<file path="src/rtl/bcd_countdown_timer.sv">
// -----------------------------------------------------------------------------
// bcd_countdown_timer
//
// Two-digit BCD seconds countdown driven by the 1 Hz slow-clock divider.
// The divider output is sampled in the clk domain through two flops and every
// rising edge becomes a one-cycle tick.  A small control FSM handles
// load / start / pause and stops at 00 with an expiry flag and pulse.
//
// Handshake: load, start and pause are single-cycle strobes sampled on the
// rising edge of clk; there is no back-pressure.  The per-cycle priority is
// load > pause > start > tick.
//
// Ports
//   clk            system clock (same clock as the divider)
//   reset          asynchronous, active-high
//   slow_clk       divider output, sampled as data only
//   load           strobe: load load_tens/load_ones (clamped to 9), go IDLE
//   load_tens      BCD tens value to load
//   load_ones      BCD ones value to load
//   start          strobe: IDLE/PAUSE -> RUN when the count is not 00
//   pause          strobe: RUN -> PAUSE
//   tens, ones     current BCD digits
//   seg_tens       seven-segment pattern for tens (bit0=a ... bit6=g)
//   seg_ones       seven-segment pattern for ones
//   running        high while in RUN
//   expired        high while in EXPIRED
//   expired_pulse  one-cycle pulse on entry to EXPIRED
// -----------------------------------------------------------------------------
module bcd_countdown_timer #(
    parameter logic [3:0] INIT_TENS      = 4'd3,
    parameter logic [3:0] INIT_ONES      = 4'd0,
    parameter bit         SEG_ACTIVE_LOW = 1'b1
) (
    input  logic       clk,
    input  logic       reset,
    input  logic       slow_clk,
    input  logic       load,
    input  logic [3:0] load_tens,
    input  logic [3:0] load_ones,
    input  logic       start,
    input  logic       pause,
    output logic [3:0] tens,
    output logic [3:0] ones,
    output logic [6:0] seg_tens,
    output logic [6:0] seg_ones,
    output logic       running,
    output logic       expired,
    output logic       expired_pulse
);

    typedef enum logic [1:0] {
        IDLE    = 2'd0,
        RUN     = 2'd1,
        PAUSE   = 2'd2,
        EXPIRED = 2'd3
    } state_t;

    state_t state;

    logic s1;
    logic s2;
    logic tick;
    logic count_zero;

    function automatic logic [3:0] clamp_bcd(input logic [3:0] d);
        return (d > 4'd9) ? 4'd9 : d;
    endfunction

    function automatic logic [6:0] seg_decode(input logic [3:0] d);
        logic [6:0] p;
        case (d)
            4'd0:    p = 7'h3F;
            4'd1:    p = 7'h06;
            4'd2:    p = 7'h5B;
            4'd3:    p = 7'h4F;
            4'd4:    p = 7'h66;
            4'd5:    p = 7'h6D;
            4'd6:    p = 7'h7D;
            4'd7:    p = 7'h07;
            4'd8:    p = 7'h7F;
            4'd9:    p = 7'h6F;
            default: p = 7'h00; // blank
        endcase
        return SEG_ACTIVE_LOW ? ~p : p;
    endfunction

    // Two-flop sampler of the divider output; clearing these on reset means
    // no tick that was in flight survives a reset.
    always_ff @(posedge clk or posedge reset) begin
        if (reset) begin
            s1 <= 1'b0;
            s2 <= 1'b0;
        end else begin
            s1 <= slow_clk;
            s2 <= s1;
        end
    end

    // Rising-edge detect; falling edges of slow_clk produce nothing.
    assign tick       = s1 & ~s2;
    assign count_zero = (tens == 4'd0) && (ones == 4'd0);

    always_ff @(posedge clk or posedge reset) begin
        if (reset) begin
            state         <= IDLE;
            tens          <= INIT_TENS;
            ones          <= INIT_ONES;
            running       <= 1'b0;
            expired       <= 1'b0;
            expired_pulse <= 1'b0;
        end else begin
            expired_pulse <= 1'b0;
            if (load) begin
                // Load wins over everything, including a coincident tick.
                tens    <= clamp_bcd(load_tens);
                ones    <= clamp_bcd(load_ones);
                state   <= IDLE;
                running <= 1'b0;
                expired <= 1'b0;
            end else begin
                case (state)
                    IDLE, PAUSE: begin
                        if (start && !count_zero) begin
                            state   <= RUN;
                            running <= 1'b1;
                        end
                    end
                    RUN: begin
                        if (pause) begin
                            // Pause swallows a tick arriving in the same cycle.
                            state   <= PAUSE;
                            running <= 1'b0;
                        end else if (tick) begin
                            if (count_zero) begin
                                // Not reachable through start; kept so the
                                // counter can never wrap to 99.
                                state         <= EXPIRED;
                                running       <= 1'b0;
                                expired       <= 1'b1;
                                expired_pulse <= 1'b1;
                            end else if (ones != 4'd0) begin
                                ones <= ones - 4'd1;
                                if (tens == 4'd0 && ones == 4'd1) begin
                                    state         <= EXPIRED;
                                    running       <= 1'b0;
                                    expired       <= 1'b1;
                                    expired_pulse <= 1'b1;
                                end
                            end else begin
                                ones <= 4'd9;
                                tens <= tens - 4'd1;
                            end
                        end
                    end
                    EXPIRED: begin
                        // Held at 00 until the next load.
                    end
                    default: begin
                        state   <= IDLE;
                        running <= 1'b0;
                        expired <= 1'b0;
                    end
                endcase
            end
        end
    end

    assign seg_tens = seg_decode(tens);
    assign seg_ones = seg_decode(ones);

endmodule

</file>
<file path="config.mk">
export PLATFORM = sky130hd
export DESIGN_NAME = bcd_countdown_timer
export DESIGN_NICKNAME = d
export VERILOG_FILES = /design/src/rtl/bcd_countdown_timer.sv
export SDC_FILE = /design/constraint.sdc
export NUM_CORES = 1
export LEC_CHECK = 0
export ABC_AREA = 1
export CORE_ASPECT_RATIO = 0.7
export CORE_MARGIN = 2
export CORE_UTILIZATION = 50
export CTS_CLUSTER_DIAMETER = 200
export DETAILED_ROUTE_END_ITERATION = 6
export PLACE_DENSITY_LB_ADDON = 0.12
export SYNTH_ARGS = -nofsm -noshare
export SYNTH_HDL_FRONTEND = slang
export SYNTH_SLANG_ARGS = --single-unit
</file>
<file path="constraint.sdc">
create_clock -name clk -period 4.15 [get_ports clk]
set_input_delay 0.83 -clock clk [delete_from_list [all_inputs] [get_ports clk]]
set_output_delay 0.83 -clock clk [all_outputs]
set_load 0.02 [all_outputs]
</file>
# Word level (Yosys, flattened, before mapping)
# Memories as Yosys holds them, arrays and structs flattened.
# Cells that the tools add are included.
[classes] add_sub_neg=2 magnitude_cmp=2 n_eq_ne=10 muxes=44 n_bitwise=4 reduce_logical=18
[ops] cell="$mux 4" n=14
[ops] cell="$mux 1" n=21
[ops] cell="$reduce_and 5->1" n=3
[ops] cell="$mux 2" n=7
[ops] cell="$not 7->7" n=2
[ops] cell="$ne 5x5->1 const B" n=2
[ops] cell="$reduce_bool 3->1" n=3
[ops] cell="$gt 4x4->1 const B" n=2
[ops] cell="$logic_not 4->1" n=2
[ops] cell="$sub 4x1->4 const B" n=2
[ops] cell="$ne 2x2->1 const B" n=3
[ops] cell="$eq 4x1->1 const B" n=1
[ops] cell="$ne 4x4->1 const B" n=1
[ops] cell="$pmux 2 s2" n=1
[ops] cell="$reduce_and 4->1" n=1
[ops] cell="$reduce_bool 2->1" n=2
[ops] cell="$reduce_bool 4->1" n=1
[ops] cell="$logic_and 1x1->1" n=3
[ops] cell="$ne 3x3->1 const B" n=1
[ops] cell="$eq 2x1->1 const B" n=1
[ops] cell="$eq 2x2->1 const B" n=1
[ops] cell="$logic_not 2->1" n=1
[ops] cell="$pmux 1 s2" n=1
[ops] cell="$reduce_or 2->1" n=1
[ops] cell="other kinds (3)" n=3
[totals] regBits=15 mem_bits_ro=224 input_bits=14 wordCells=90 n_memories=2
[memory_table] memory="(name not given)" words=16 width=7 rd=1 rd_clocked_by_memory_dff=0 wr=0 line_no="71" text="case (d)"
[memory_table] memory="(name not given)" words=16 width=7 rd=1 rd_clocked_by_memory_dff=0 wr=0 line_no="71"

# Longest topological paths before layout
[depth] word_depth=9 depth_mapped=10 ltp_nobuf=10

# Worst setup path after synthesis
# Ideal clock, no wire load.
[synth_timing] kind="reg-to-output" start="reg tens[0]" end="out seg_tens[3]" t_arrival_ps=1651 required_time_ps=3320 path_slack_ps=1669 path_stages_with_launch=6 path_buffers=0 cell_sequence="dfstp_2 > inv_1 > ha_1 > nand2_1 > inv_1 > o21ai_0"
[synth_via] elab_chain_cells=2
[synth_rtl] item="start: declaration" line_no="42" text="output logic [3:0] tens,"
[synth_rtl] item="start signal: assignment" line_no="115" text="tens <= clamp_bcd(load_tens);"
[synth_rtl] item="start signal: assignment" line_no="151" text="tens <= tens - 4'd1;"
[synth_rtl] item="$mem_v2 16x7"
[synth_rtl] item="$not 7->7" line_no="84" text="return SEG_ACTIVE_LOW ? ~p : p;"
[synth_rtl] item="end: declaration" line_no="44" text="output logic [6:0] seg_tens,"
# No other way between the ends.

# Worst setup path after layout
# Ends and elaborated chain as after synthesis.

==> impl_metrics.env <==
export IMPL_ant_nets=0
export IMPL_setup_violations=0
export IMPL_setup_tns_ns=0
export IMPL_rsz0062_at_grt="no"
export IMPL_die_h_um=45.46
export IMPL_core_mm2=0.002242
export IMPL_final_cells=251
export IMPL_num_rows=14
export IMPL_cts_setup_buffers=0
export IMPL_max_freq_mhz=322.6
export IMPL_grt_pass1_wl_um=5437
export IMPL_final_cell_mix="nand2_1, clkdlybuf4s50_1, inv_1"
export IMPL_period_share=0.7470
export IMPL_cts_htree_levels=1
export IMPL_portBuffers=38
export IMPL_clk_pin_slew_ns=0.10
export IMPL_dieArea_mm2=0.002874
export IMPL_final_common_cell="nand2_1"
export IMPL_cts_repair_resized=0
export IMPL_ir_drop_mv=0.3596
export IMPL_cp_data_required_time_ns=3.32
export IMPL_cap_viol_max_count=0
export IMPL_ys_types=21
export IMPL_grt_max_degree=16
export IMPL_final_min_clock_period_ns=3.100
export IMPL_cp_start_kind="register"
export IMPL_vias=1310
export IMPL_hold_violations=0
export IMPL_relSlewSlack=0.6075
export IMPL_area_growth_pct=33.74
export IMPL_worstSkewPairLatency_ns=0.29
export IMPL_n_fill_cell=198
export IMPL_drv_slew=0
export IMPL_antenna_found_initial=0
export IMPL_p_leak_nw=0.8503
export IMPL_r2r_start="tens[0]"
export IMPL_syn_cell_area_mm2=0.001227
export IMPL_startpoint="tens[0]"
export IMPL_nNetsFinal=247
export IMPL_gp_congestion=0.8927
export IMPL_drive_above_1_share=0.07306
export IMPL_cts_root_buf="clkbuf_4"
export IMPL_holdCritPathClass="reg2reg"
export IMPL_min_from="s1"
export IMPL_drtPass1Iterations=4
export IMPL_ctsHoldBuffers=0
export IMPL_cts_buffers=3
export IMPL_cts_sinks=15
export IMPL_status="finished clean"
export IMPL_fp_dieW_um=63.22
export IMPL_worst_pin_slew_ns=0.5882
export IMPL_dpl_hpwl_um=2491
export IMPL_finClkSkew_ns=0.01706
export IMPL_start_util=0.5474
export IMPL_avgSynthCellArea_um2=6.781
export IMPL_ys_warn_count=0
export IMPL_cts_buffer_depth=2
export IMPL_avgRoutedWirePerCell_um=12.94
export IMPL_grt_pass1_vias=1211
export IMPL_synthCells=181
export IMPL_dp_cells=247
export IMPL_boundaryPins=39
export IMPL_drcViolationCount=0
export IMPL_cts_tree="yes"
export IMPL_wl_um=3248
export IMPL_vias_per_cell=5.219
export IMPL_antenna_cells=0
export IMPL_overflow=0
export IMPL_end_kind="output pin"
export IMPL_multi_input_area_um2=718.2
export IMPL_register_area_um2=377.9
export IMPL_syn_nets=208
export IMPL_crit_fanout=6
export IMPL_synth_seq_cells=15
export IMPL_powerDensity_mw_per_mm2=673.1
export IMPL_worstSetupPathType="reg2out"
export IMPL_ys_seq_area_frac=0.3078
export IMPL_drtIter0Drc=128
export IMPL_worstPathArrival_ns=2.27
export IMPL_grtUsageTotal=0.2433
synthesized netlist by cell type:
| cell | instances | area share |
|---|---|---|
| a21oi_1 | 2 | 0.0082 |
| a22oi_1 | 1 | 0.0061 |
| a31oi_1 | 1 | 0.0051 |
| buf_2 | 2 | 0.0082 |
| buf_6 | 2 | 0.018 |
| dfrtp_1 | 13 | 0.27 |
| dfstp_2 | 2 | 0.043 |
| ha_1 | 13 | 0.13 |
| inv_1 | 23 | 0.070 |
| inv_2 | 1 | 0.0031 |
| inv_6 | 1 | 0.0071 |
| nand2_1 | 51 | 0.16 |
| nand2_2 | 5 | 0.025 |
| nand3_1 | 19 | 0.077 |
| nand4_1 | 1 | 0.0051 |
| nor2_1 | 21 | 0.064 |
| nor2_2 | 1 | 0.0051 |
| o21ai_0 | 18 | 0.073 |
| o21ai_2 | 2 | 0.014 |
| or2_2 | 1 | 0.0051 |
| xnor2_1 | 1 | 0.0071 |
per-layer routing:
metal	track usage	vias to the layer above	part of all wire
met5	0	-	0
met1	0.3276	618	0.46
met4	0.03478	0	0.0040
met3	0.05693	2	0.070
li1	-	647	-
met2	0.4191	43	0.47
registers in the layout, indices dropped and copies added (netlist names):
signal         count
ones               4
tens               4
s1                 1
expired            1
s2                 1
expired_pulse      1
running            1
state              2
cells by family (layout without fill, tap and decap cells):
logic type | after synthesis | count (layout) | share of synthesized area
flops | 15 | 15 | 0.3078
fa+ha+maj | 13 | 13 | 0.1325
buf+inv | 29 | 67 | 0.1070
simple gates | 99 | 99 | 0.3384
xor+xnor | 1 | 1 | 0.007137
compound gates | 24 | 24 | 0.1070
report_power, final:
part / switching, mW / total, mW / internal, mW
clock network: 0.0487 / 0.0859 / 0.0373
registers: 0.0688 / 0.262 / 0.193
logic: 0.430 / 0.757 / 0.326
total: 0.548 / 1.10 / 0.557
worst paths after layout:
check                                   end  slack [ns]  cells after the start
max in group asynchronous          state[0]        2.86                      2
min in group asynchronous           ones[0]        0.89                      2
worst min register to register           s2        0.39                      0
worst min-delay path                     s2        0.39                      0
worst max-delay path            seg_tens[3]        1.05                      6
worst max register to register      tens[3]        2.24                     10
final cells by class:
cell class              instances  share of cell area
multi-input cells             137              0.4375
repair buffers                 38              0.2317
flip-flops and latches         15              0.2302
inverters                      25             0.06021
well taps                      32             0.02439
clock buffers                   4             0.01601
per-stage QoR:
step | setup slack, ns | total power [mW] | instance area (um2) | util | hold slack [ns]
after global routing | 0.8947 | 1.191 | 1642 | 0.7321 | 0.4158
final | 1.050 | 1.105 | 1642 | 0.7321 | 0.3909
after global placement | 1.467 | 0.9913 | 1615 | 0.7204 | 0.3654
after detailed placement | 1.374 | 1.013 | 1615 | 0.7204 | 0.3794
after floorplan | 1.669 | 0.6998 | 1227 | - | 0.3540
after CTS | 1.041 | 1.104 | 1642 | 0.7321 | 0.3992
critical path, stage by stage, from the launching register on:
cell	delay (ns)
dfstp_2	0.60
inv_1	0.14
ha_1	0.34
nand2_1	0.09
inv_1	0.04
o21ai_0	0.15
clkdlybuf4s50_1	0.62
(Power assumes the default switching activity.)
